**src/rtl/if_fetch_unit.sv**
```systemverilog
// if_fetch_unit
//   Instruction-fetch stage. Owns the fetch PC and issues in-order word
//   requests to instruction memory. Returned words are buffered in a small
//   FIFO together with their PC and handed to ID over a valid/ready handshake.
//   A redirect from EX (pc_src/new_pc) flushes the buffer, marks every
//   in-flight response for discard, and restarts fetch at the target.
//
// Ports
//   clk, rstn                       clock (rising edge), async active-low reset
//   fetch_en                        1 = keep issuing requests
//   pc_src, new_pc                  redirect strobe and target from EX
//   imem_req, imem_addr             request to instruction memory
//   imem_ready                      memory accepts the request this cycle
//   imem_rvalid, imem_rdata         in-order response, one per accepted request
//   if_valid, if_inst, if_pc        FIFO head presented to ID
//   id_ready                        ID consumes the head this cycle
module if_fetch_unit #(
  parameter logic [31:0] RESET_PC   = 32'h0000_0000,
  parameter int unsigned FIFO_DEPTH = 2
) (
  input  logic        clk,
  input  logic        rstn,
  input  logic        fetch_en,
  input  logic        pc_src,
  input  logic [31:0] new_pc,
  output logic        imem_req,
  output logic [31:0] imem_addr,
  input  logic        imem_ready,
  input  logic        imem_rvalid,
  input  logic [31:0] imem_rdata,
  output logic        if_valid,
  output logic [31:0] if_inst,
  output logic [31:0] if_pc,
  input  logic        id_ready
);

  localparam int unsigned AW = $clog2(FIFO_DEPTH);
  localparam int unsigned CW = AW + 1;

  typedef enum logic [1:0] {
    BOOT = 2'd0,
    RUN  = 2'd1,
    STOP = 2'd2
  } state_t;

  state_t state, state_next;

  logic [31:0]   fetch_pc;
  logic [31:0]   resp_pc;
  logic [31:0]   target_pc;
  logic [31:0]   fifo_inst [FIFO_DEPTH];
  logic [31:0]   fifo_pc   [FIFO_DEPTH];
  logic [AW-1:0] wr_ptr;
  logic [AW-1:0] rd_ptr;
  logic [CW-1:0] fifo_count;
  logic [CW-1:0] outstanding;
  logic [CW-1:0] outstanding_next;
  logic [CW-1:0] discard;
  logic [CW:0]   in_flight;
  logic          credit_ok;
  logic          fifo_empty;
  logic          fifo_full;
  logic          accept;
  logic          push;
  logic          pop;

  assign target_pc  = new_pc & 32'hFFFF_FFFC;
  assign fifo_empty = (fifo_count == '0);
  assign fifo_full  = (fifo_count == CW'(FIFO_DEPTH));

  // Buffered words plus requests still in flight may never exceed the FIFO
  // depth, so every response is guaranteed a slot when it lands.
  assign in_flight = {1'b0, fifo_count} + {1'b0, outstanding};
  assign credit_ok = (in_flight < (CW + 1)'(FIFO_DEPTH));

  assign accept = imem_req & imem_ready;
  assign pop    = if_valid & id_ready;
  // A response arriving in the redirect cycle is wrong-path and dropped.
  assign push   = imem_rvalid & ~pc_src & (discard == '0);

  assign outstanding_next = outstanding + CW'(accept) - CW'(imem_rvalid);

  assign imem_addr = fetch_pc;
  assign if_inst   = fifo_inst[rd_ptr];
  assign if_pc     = fifo_pc[rd_ptr];

  // State register
  always_ff @(posedge clk or negedge rstn) begin
    if (!rstn) state <= BOOT;
    else       state <= state_next;
  end

  // Next-state logic
  always_comb begin
    state_next = state;
    unique case (state)
      BOOT:    state_next = RUN;
      RUN:     state_next = fetch_en ? RUN : STOP;
      STOP:    state_next = fetch_en ? RUN : STOP;
      default: state_next = BOOT;
    endcase
  end

  // Output logic
  always_comb begin
    imem_req = (state == RUN) & ~pc_src & credit_ok;
    if_valid = ~fifo_empty & ~pc_src;
  end

  // Datapath: PCs, FIFO and in-flight bookkeeping
  always_ff @(posedge clk or negedge rstn) begin
    if (!rstn) begin
      fetch_pc    <= RESET_PC;
      resp_pc     <= RESET_PC;
      wr_ptr      <= '0;
      rd_ptr      <= '0;
      fifo_count  <= '0;
      outstanding <= '0;
      discard     <= '0;
      for (int unsigned i = 0; i < FIFO_DEPTH; i++) begin
        fifo_inst[i] <= '0;
        fifo_pc[i]   <= '0;
      end
    end else begin
      outstanding <= outstanding_next;
      if (pc_src) begin
        // Everything still outstanding after this edge belongs to the old
        // path; those responses are counted off as they return.
        fetch_pc   <= target_pc;
        resp_pc    <= target_pc;
        wr_ptr     <= '0;
        rd_ptr     <= '0;
        fifo_count <= '0;
        discard    <= outstanding_next;
      end else begin
        if (accept) fetch_pc <= fetch_pc + 32'd4;
        if (push) begin
          fifo_inst[wr_ptr] <= imem_rdata;
          fifo_pc[wr_ptr]   <= resp_pc;
          wr_ptr            <= wr_ptr + 1'b1;
          resp_pc           <= resp_pc + 32'd4;
        end
        if (pop) rd_ptr <= rd_ptr + 1'b1;
        fifo_count <= fifo_count + CW'(push) - CW'(pop);
        if (imem_rvalid && (discard != '0)) discard <= discard - 1'b1;
      end
    end
  end

  a_no_overflow : assert property (@(posedge clk) disable iff (!rstn) !(push && fifo_full));

endmodule

```
**config.mk**
```make
export PLATFORM = sky130hd
export DESIGN_NAME = if_fetch_unit
export DESIGN_NICKNAME = d
export VERILOG_FILES = /design/src/rtl/if_fetch_unit.sv
export SDC_FILE = /design/constraint.sdc
export NUM_CORES = 1
export LEC_CHECK = 0
export CELL_PAD_IN_SITES_DETAIL_PLACEMENT = 1
export CELL_PAD_IN_SITES_GLOBAL_PLACEMENT = 2
export CORE_UTILIZATION = 38
export CTS_CLUSTER_SIZE = 40
export DETAILED_ROUTE_END_ITERATION = 8
export GPL_TIMING_DRIVEN = 0
export PLACE_DENSITY_LB_ADDON = 0.05
export SLEW_MARGIN = 40
export SYNTH_ARGS = -nofsm -noshare
export SYNTH_HDL_FRONTEND = slang
export SYNTH_SLANG_ARGS = --single-unit
```
**constraint.sdc**
```tcl
create_clock -name clk -period 4.25 [get_ports clk]
set_input_delay 0.6375 -clock clk [delete_from_list [all_inputs] [get_ports clk]]
set_output_delay 0.6375 -clock clk [all_outputs]
set_load 0.1 [all_outputs]
```
# [Word level (Yosys, flattened, before mapping)]
# Cells that the tools add are included.
[op_classes] n_bitwise=11 mux=23 reduce_logical=12 n_eq_ne=2 n_addsub=10 magnitude_cmp=4
[op_table] operator="$mux 32" n=11
[op_table] operator="$bwmux 64" n=2
[op_table] operator="$add 32x3->32 const B" n=2
[op_table] operator="$demux 32 s1" n=1
[op_table] operator="$reduce_bool 2->1" n=5
[op_table] operator="$mux 2" n=4
[op_table] operator="$and 1x1->1" n=7
[op_table] operator="$logic_not 2->1" n=3
[op_table] operator="$add 2x1->2" n=2
[op_table] operator="$ge 2x2->1 const B" n=2
[op_table] operator="$mux 1" n=4
[op_table] operator="$not 1->2" n=2
[op_table] operator="$pmux 2 s2" n=1
[op_table] operator="$sub 2x1->2" n=2
[op_table] operator="$add 2x2->3" n=1
[op_table] operator="$lt 3x2->1 const B" n=1
[op_table] operator="$add 1x1->1 const B" n=2
[op_table] operator="$eq 2x1->1 const B" n=1
[op_table] operator="$eq 2x2->1 const B" n=1
[op_table] operator="$logic_and 1x1->1" n=2
[op_table] operator="$lt 2x1->1 const B" n=1
[op_table] operator="$not 1->1" n=2
[op_table] operator="$reduce_and 2->1" n=1
[op_table] operator="$reduce_or 2->1" n=1
[op_table] operator="$sub 2x1->2 const B" n=1
[word_totals] out_inout_bits=98 ff_bits=202 elab_cells=74 inputBits=71

# [Longest topological paths before layout]
# Gate-level depths: netlist (run 1).
[logic_depth] depth_word=7 ltp_mapped=14 depth_no_buf=12

# [Least setup slack after synthesis (run 1)]
# OpenSTA, ideal clock, no wires.
[synth_timing] path_type="flip-flop to flip-flop" start="register outstanding[0]" end="register discard[1]" stages_incl_launch_ff=15 path_buffers=2 t_arrival_ns=3.671 required_time_ns=4.115 slack_ns=0.443 period_less_slack_ns=3.807 setup_time_ns=0.135 cell_sequence="dfrtp_1 > and2_1 > fa_1 > nor4b_4 > and2_4 > inv_2 > buf_2 > buf_2 > ha_1 > inv_1 > ha_1 > xnor2_1 > xnor2_1 > nand2_1 > o21ai_0"
[synth_via] elab_chain_cells=7
[synth_rtl] item="from (decl)" line="56" rtl="logic [CW-1:0] outstanding;"
[synth_rtl] item="from (signal assigned)" line="125" rtl="outstanding <= outstanding_next;"
[synth_rtl] item="$add 2x2->3" line="73" rtl="assign in_flight = {1'b0, fifo_count} + {1'b0, outstanding};"
[synth_rtl] item="$lt 3x2->1" line="74" rtl="assign credit_ok = (in_flight < (CW + 1)'(FIFO_DEPTH));"
[synth_rtl] item="$and 1x1->1" line="106" rtl="imem_req = (state == RUN) & ~pc_src & credit_ok;"
[synth_rtl] item="net imem_req" line="26" rtl="output logic imem_req,"
[synth_rtl] item="$and 1x1->1" line="76" rtl="assign accept = imem_req & imem_ready;"
[synth_rtl] item="$add 2x1->2" line="81" rtl="assign outstanding_next = outstanding + CW'(accept) - CW'(imem_rvalid);"
[synth_rtl] item="$sub 2x1->2" line="81"
[synth_rtl] item="net outstanding_next[1]" line="57" rtl="logic [CW-1:0] outstanding_next;"
[synth_rtl] item="$mux 2" line="126" rtl="if (pc_src) begin"
[synth_rtl] item="to (signal assigned)" line="134" rtl="discard <= outstanding_next;"
[synth_rtl] item="to (signal assigned)" line="145" rtl="if (imem_rvalid && (discard != '0)) discard <= discard - 1'b1;"
[synth_rtl] item="to (decl)" line="58" rtl="logic [CW-1:0] discard;"
# The timed path passes the listed nets, and every way through them passes these cells.
# A chain may end at the register's enable or synchronous reset.

# [Final worst setup path (run 1)]
[layout_timing] start="register outstanding[0]" end="register discard[1]"
[layout_via] elab_chain_cells=7
[layout_rtl] item="$add 2x2->3" line="73"
[layout_rtl] item="$lt 3x2->1" line="74"
[layout_rtl] item="$and 1x1->1" line="106"
[layout_rtl] item="$and 1x1->1" line="76"
[layout_rtl] item="$add 2x1->2 *" line="81"
[layout_rtl] item="$sub 2x1->2 *" line="81"
[layout_rtl] item="net outstanding_next[1]" line="57"
[layout_rtl] item="$mux 2 *" line="126"
# Mark *: on every way through the listed nets, which the timed path passes. The rest lies on a longest branch.

==> results of run 1 <==
-- Yosys cell counts, drive strengths merged (3+ instances only) --
master / number
xor2: 21
buf: 15
nand3: 31
xnor2: 21
o311ai: 11
and3: 12
nand4: 23
a21oi: 9
mux2i: 3
dfrtp: 194
nor3: 7
or4: 5
ha: 10
a31oi: 7
clkbuf: 22
nor2: 29
nor4: 6
o21ai: 29
nand2b: 3
a21boi: 4
nand2: 45
o211ai: 7
mux2: 196
inv: 16
and2: 4
-- cell type report --
cell class	instances	share of cell area, %
Sequential cell	194	42.3
Buffer	37	1.50
Inverter	16	0.523
Clock inverter	13	1.47
Tap cell	319	3.48
Timing Repair Buffer	164	10.5
Multi-Input combinational cell	502	36.4
Clock buffer	18	3.82
-- through the flow --
step / total power, mW / setup WS, ns / setup TNS (ns) / area, µm² / util [%]
after global routing: 10.1 / 0.581 / 0 / 11500 / 48.5
final: 9.61 / 0.877 / 0 / 11500 / 48.5
after CTS: 9.71 / 0.814 / 0 / 11500 / 48.5
after detailed placement: 8.00 / 0.621 / 0 / 10900 / 45.9
after global placement: 8.23 / -5.56 / -1074.53 / 11300 / 47.6
after floorplan: 7.15 / 0.443 / 0 / 9260 / -
-- registers in the layout, summed over array words and instances (netlist names) --
| register | cells |
|---|---|
| discard | 2 |
| fifo_count | 2 |
| fifo_inst | 64 |
| fifo_pc | 60 |
| imem_addr | 30 |
| outstanding | 2 |
| rd_ptr | 1 |
| resp_pc | 30 |
| state | 2 |
| wr_ptr | 1 |
-- routing by layer --
layer	up-vias	share of wire (%)	GRT usage [%]
li1	3056	-	-
met1	3380	46	28.4
met2	157	49	36.5
met3	20	3.8	3.86
met4	0	0.91	4.76
met5	-	0	0
-- critical path: stages, from the launching register on --
cell and delay (ns):
dfrtp_1 0.39, and2_1 0.18, fa_1 0.48, nor4b_4 0.47
and2_4 0.26, inv_2 0.05, buf_2 0.19, buf_2 0.22
ha_1 0.29, inv_1 0.04, ha_1 0.18, xnor2_1 0.13
xnor2_1 0.22, nand2_1 0.08, o21ai_0 0.09
-- cell families (layout without fill, tap and decap cells) --
| kind of cell | after synthesis | count (layout) |
|---|---|---|
| adders and majority gates | 11 | 11 |
| buffers and inverters | 53 | 248 |
| xor gates and xnor gates | 42 | 42 |
| other | 1 | 4 |
| AOI/OAI and AO/OA | 73 | 73 |
| and+or+nand+nor | 173 | 173 |
| DFF | 194 | 194 |
| muxes | 199 | 199 |
-- path summary, 6_finish.rpt --
path	from	end	slack, ns	depth (start not counted)
min in group clk	fifo_pc[12]	fifo_pc[12]	0.49	2
max	outstanding[0]	discard[1]	0.88	14
max in group asynchronous	rstn	fifo_pc[51]	3.40	2
max reg2reg	outstanding[0]	discard[1]	0.88	14
min reg2reg	fifo_pc[12]	fifo_pc[12]	0.49	2
min	rstn	fifo_inst[36]	0.12	1
-- cells in the final DEF (no fill, tap or decap), types with 7 or more instances in the layout --
cell type / count
ha_1: 10
nand4_1: 21
nand2_1: 45
o211ai_1: 7
o311ai_0: 11
buf_2: 103
mux2_2: 196
a21oi_1: 9
dfrtp_1: 194
and3_1: 12
o21ai_0: 29
xnor2_1: 21
clkbuf_1: 22
inv_1: 15
a31oi_1: 7
xor2_1: 21
clkdlybuf4s50_1: 67
nand3_1: 29
clkbuf_16: 17
nor2_1: 27
-- power groups by stage --
stage | registers, mW | clock network [mW] | logic [mW]
after floorplan | 3.08 | 0 | 4.07
after detailed placement | 2.97 | 0 | 5.03
after CTS | 2.94 | 1.72 | 5.05
after global routing | 3.04 | 1.79 | 5.23
final | 2.93 | 1.68 | 5.00
after global placement | 2.90 | 0 | 5.33
==> results.json, run 1 <==
{
  "grt_max_degree": 72,
  "cts_htree_levels": 4,
  "max_freq_ghz": 0.296,
  "dieArea_um2": 25000,
  "antenna_found_initial": 0,
  "fill_cells": 2597,
  "rsz0062_at_grt": "no",
  "status": "finished, final reports clean",
  "first_pass_iters": 4,
  "setup_violations": 0,
  "place_inst": 1232,
  "synthSimpleGateAreaFrac_pct": 10.3,
  "cts_max_path_buffers": 2,
  "cp-end-kind": "flip-flop",
  "root_buffer": "clkbuf_16",
  "portBuffers": 162,
  "synth_edf_count": 0,
  "coreArea_um2": 23700,
  "ios": 169,
  "vias": 6613,
  "path_class": "flip-flop to flip-flop",
  "grt_pass1_wl_mm": 40.5,
  "synth_compound_area_share_pct": 5.00,
  "ys_ff_latch": 194,
  "regArea_um2": 4850,
  "ys_types": 48,
  "finalCriticalPeriod_ns": 3.37,
  "hold_viol_final": 0,
  "synth_top_area_share_pct": 52.5,
  "final-instance-count-excl-fill": 1263,
  "synth_top_family_by_area": "multiplexers",
  "fp.dieH_um": 158,
  "slew_viol_final": 0,
  "postRouteAntennaNets": 0,
  "synth_xor_xnor_area_share_pct": 3.98,
  "cts_buffers": 17,
  "synth.area.mux_share_pct": 24.2,
  "avgSynthCellArea_um2": 12.4,
  "netSwitchingPower_mw": 4.93,
  "vias_per_cell": 5.24,
  "ctsResizeCount": 0,
  "synth_cells": 746,
  "grt_remaining_overflow": 0,
  "postCtsHoldBufs": 0,
  "cts.sinks": 194,
  "synthFlopType": "dfrtp_1",
  "grt_pass1_vias": 7217,
  "dp_hpwl_mm": 18.7,
  "clkPwrFrac_pct": 17.4,
  "drive_above_1_share_pct": 37.3,
  "worstHoldPathType": "input port to async pin",
  "start_kind": "flip-flop",
  "avgRoutedWirePerCell_um": 20.2,
  "drtIter0Drc": 273,
  "seqPwrFrac_pct": 30.5,
  "cts_tree": "done",
  "ys_async_sr_fraction_pct": 100,
  "hold_slack_ns": 0.118,
  "yosysSeqAreaShare_pct": 52.5,
  "routed_wl_mm": 25.5,
  "skew_ns": 0.0246,
  "synth_top_cell_by_area": "dfrtp_1",
  "multi_input_area_um2": 4180,
  "fp-row-count": 56,
  "p_per_area_nw_per_um2": 837,
  "power_leakage_nw": 5.06,
  "swShare_pct": 51.3,
  "finalCritPeriodShare_pct": 79.4,
  "critPathMaxFanout": 10,
  "comb_power_share_pct": 52.1,
  "chipWidth_um": 158,
  "worst_pin_slew_ns": 0.805,
  "drv_cap": 0,
  "drc": 0,
  "post-cts-setup-buffers": 0,
  "nets": 1014,
  "ys_top_cells_by_area": "dfrtp_1, mux2_2, xnor2_1",
  "crit_required_ns": 4.60,
  "start_util_pct": 39.1,
  "power.internal_mw": 4.68,
  "place_congestion": 0.840,
  "grtUsageTotal_pct": 21.5,
  "clk_pin_slew_worst_paths_ns": 0.07,
  "insertion_delay_ns": 0.45,
  "arrival_ns": 3.72,
  "syn2layout_area_growth_pct": 24.1,
  "yosys.area_share.adder_pct": 1.57,
  "slew_headroom_pct": 46.1,
  "netlist_area_um2": 9250,
  "vdd_drop_max_mv": 0.403,
  "num_antenna_cells": 0,
  "yosys_warnings": 0
}
Note: power is estimated with default switching activity, not from simulation.
==> inputs of run 2 (changes only) <==
CORE_UTILIZATION = 35   (was 38)
clock period = 3.3 ns   (was 4.25 ns; I/O delays follow)
==> run 2 against run 1 <==
Register-to-register slack worse by 0.71 ns. Total power up 28%. Die area up 8.5%. Clock skew down 0.011 ns. Utilization down 4.0 points. Global-route usage down 1.7 points. Flip-flop and latch count unchanged. First-iteration DRC count down 11%. Maximum frequency up 7.6%. Worst setup slack worse by 0.71 ns. Critical endpoint unchanged. Largest cell class unchanged. Largest power group unchanged. Highest routed layer unchanged.
==> results.json, run 2 (synthesized netlist as in run 1, its figures left out) <==
{
  "ctsResizeCount": 0,
  "cp-endpoint": "discard[1]",
  "drc": 0,
  "cts_buffers": 17,
  "postRouteAntennaNets": 0,
  "fill_cells": 2787,
  "portBuffers": 162,
  "worst_path_dominant_cell_family": "adder cells",
  "cp.depth": 15,
  "grt_pass1_vias": 7132,
  "start_kind": "flip-flop",
  "coreArea_um2": 26000,
  "max_freq_ghz": 0.319,
  "cp_slowest_cell": "fa_1",
  "num_antenna_cells": 0,
  "insertion_delay_ns": 0.44,
  "cts_max_path_buffers": 2,
  "design_area_um2": 11600,
  "root_buffer": "clkbuf_16",
  "worst_pin_slew_ns": 0.805,
  "worstReg2RegEnd": "discard[1]",
  "crit_path_start": "outstanding[0]",
  "critPathMaxFanout": 10,
  "antenna_found_initial": 0,
  "final-instance-count-excl-fill": 1282,
  "nets": 1016,
  "arrival_ns": 3.50,
  "slew_viol_final": 0,
  "p_per_area_nw_per_um2": 1070,
  "dp_hpwl_mm": 18.9,
  "slew_headroom_pct": 46.3,
  "postCtsHoldBufs": 0,
  "r2r_start": "outstanding[0]",
  "start_util_pct": 35.6,
  "power_leakage_nw": 5.07,
  "crit_path_max_incr_delay_ns": 0.51,
  "grtUsageTotal_pct": 19.8,
  "first_pass_iters": 4,
  "vias": 6546,
  "path_buf_inv": 5,
  "chipWidth_um": 165,
  "finalCritPeriodShare_pct": 95.0,
  "multi_input_area_um2": 4210,
  "final_util_pct": 44.5,
  "grt_remaining_overflow": 0,
  "hold_slack_ns": 0.000572,
  "place_congestion": 0.806,
  "cp-end-kind": "flip-flop",
  "fp-row-count": 59,
  "largest_reg_flops": 64,
  "layout_commonest_cell": "mux2_2",
  "grt_max_degree": 68,
  "drv_cap": 0,
  "grt_pass1_wl_mm": 40.6,
  "path_class": "flip-flop to flip-flop",
  "r2r_cells": 15,
  "clk_pin_slew_worst_paths_ns": 0.08,
  "drtIter0Drc": 244,
  "place_inst": 1248,
  "crit_required_ns": 3.66,
  "ios": 169,
  "cts.sinks": 194,
  "regArea_um2": 4850,
  "setup_violations": 0,
  "r2r_setup_slack_ns": 0.17,
  "reg_top3": "fifo_inst x64, fifo_pc x60",
  "drive_above_1_share_pct": 37.9,
  "vdd_drop_max_mv": 0.666,
  "fp.dieH_um": 165,
  "crit_chain": "and2_4 -> fa_1 -> nor4b_4 -> buf_4 -> and2_4 -> inv_4 -> buf_6 -> buf_6 -> ha_4 -> inv_2 -> ha_4 -> xnor2_2 -> xnor2_1 -> nand2_1 -> o21ai_1",
  "postPlaceCellArea_um2": 10900,
  "finalCriticalPeriod_ns": 3.13,
  "syn2layout_area_growth_pct": 24.9,
  "cts_htree_levels": 4,
  "dieArea_um2": 27100,
  "hold_viol_final": 0,
  "skew_ns": 0.0136,
  "status": "finished, final reports clean",
  "vias_per_cell": 5.11,
  "avgRoutedWirePerCell_um": 19.9,
  "routed_wl_mm": 25.5,
  "cts_tree": "done",
  "final_cell_mix": "mux2_2, dfrtp_1, buf_2",
  "top_register": "fifo_inst",
  "worstHoldPathType": "input port to async pin"
}
## run 2: stage by stage
stage / TNS, ns / setup WS [ns] / power (mW)
after CTS: 0 / 0.0667 / 12.5
after global placement: -1245.76 / -6.44 / 10.7
after detailed placement: 0 / 0.00546 / 10.3
final: 0 / 0.166 / 12.3
after global routing: -0.00407 / -0.00407 / 12.9
after floorplan: -1.81 / -0.481 / 9.24
## run 2: what timing repair did
action | in CTS | in global routing
pin swaps | 1 | 1
setup endpoints to repair | 1 | 1
setup buffers | 0 | 2
## run 2: final cells by class
| class | instances | share of cell area, % |
|---|---|---|
| inverters | 16 | 0.541 |
| flip-flops and latches | 194 | 42.0 |
| repair buffers | 166 | 10.6 |
| multi-input cells | 502 | 36.5 |
| plain buffers | 37 | 1.60 |
| clock buffers | 19 | 3.83 |
| well taps | 335 | 3.63 |
| clock inverters | 13 | 1.30 |
## run 2: metal layers
| layer | track usage [%] | part of all wire, % | up-vias |
|---|---|---|---|
| met2 | 32.4 | 48 | 140 |
| met1 | 27.0 | 47 | 3325 |
| met4 | 5.46 | 1.5 | 0 |
| met5 | 0 | 0 | - |
| li1 | - | - | 3059 |
| met3 | 3.26 | 3.6 | 22 |
## run 2: how the worst min path moves through the flow
stage              endpoint  cells after the start        start
2_1_floorplan    discard[0]                      0         rstn
3_3_place_gp    fifo_pc[15]                      2  fifo_pc[15]
3_5_place_dp    fifo_pc[15]                      2  fifo_pc[15]
4_1_cts        fifo_inst[7]                      1         rstn
5_1_grt        fifo_inst[7]                      1         rstn
6_report       fifo_inst[7]                      1         rstn
## run 2: report_power, final
group | internal [mW] | leakage [nW] | switching, mW
combinational | 1.65 | 2.40 | 4.84
clock | 1.09 | 0.282 | 0.981
sequential | 3.24 | 2.40 | 0.526
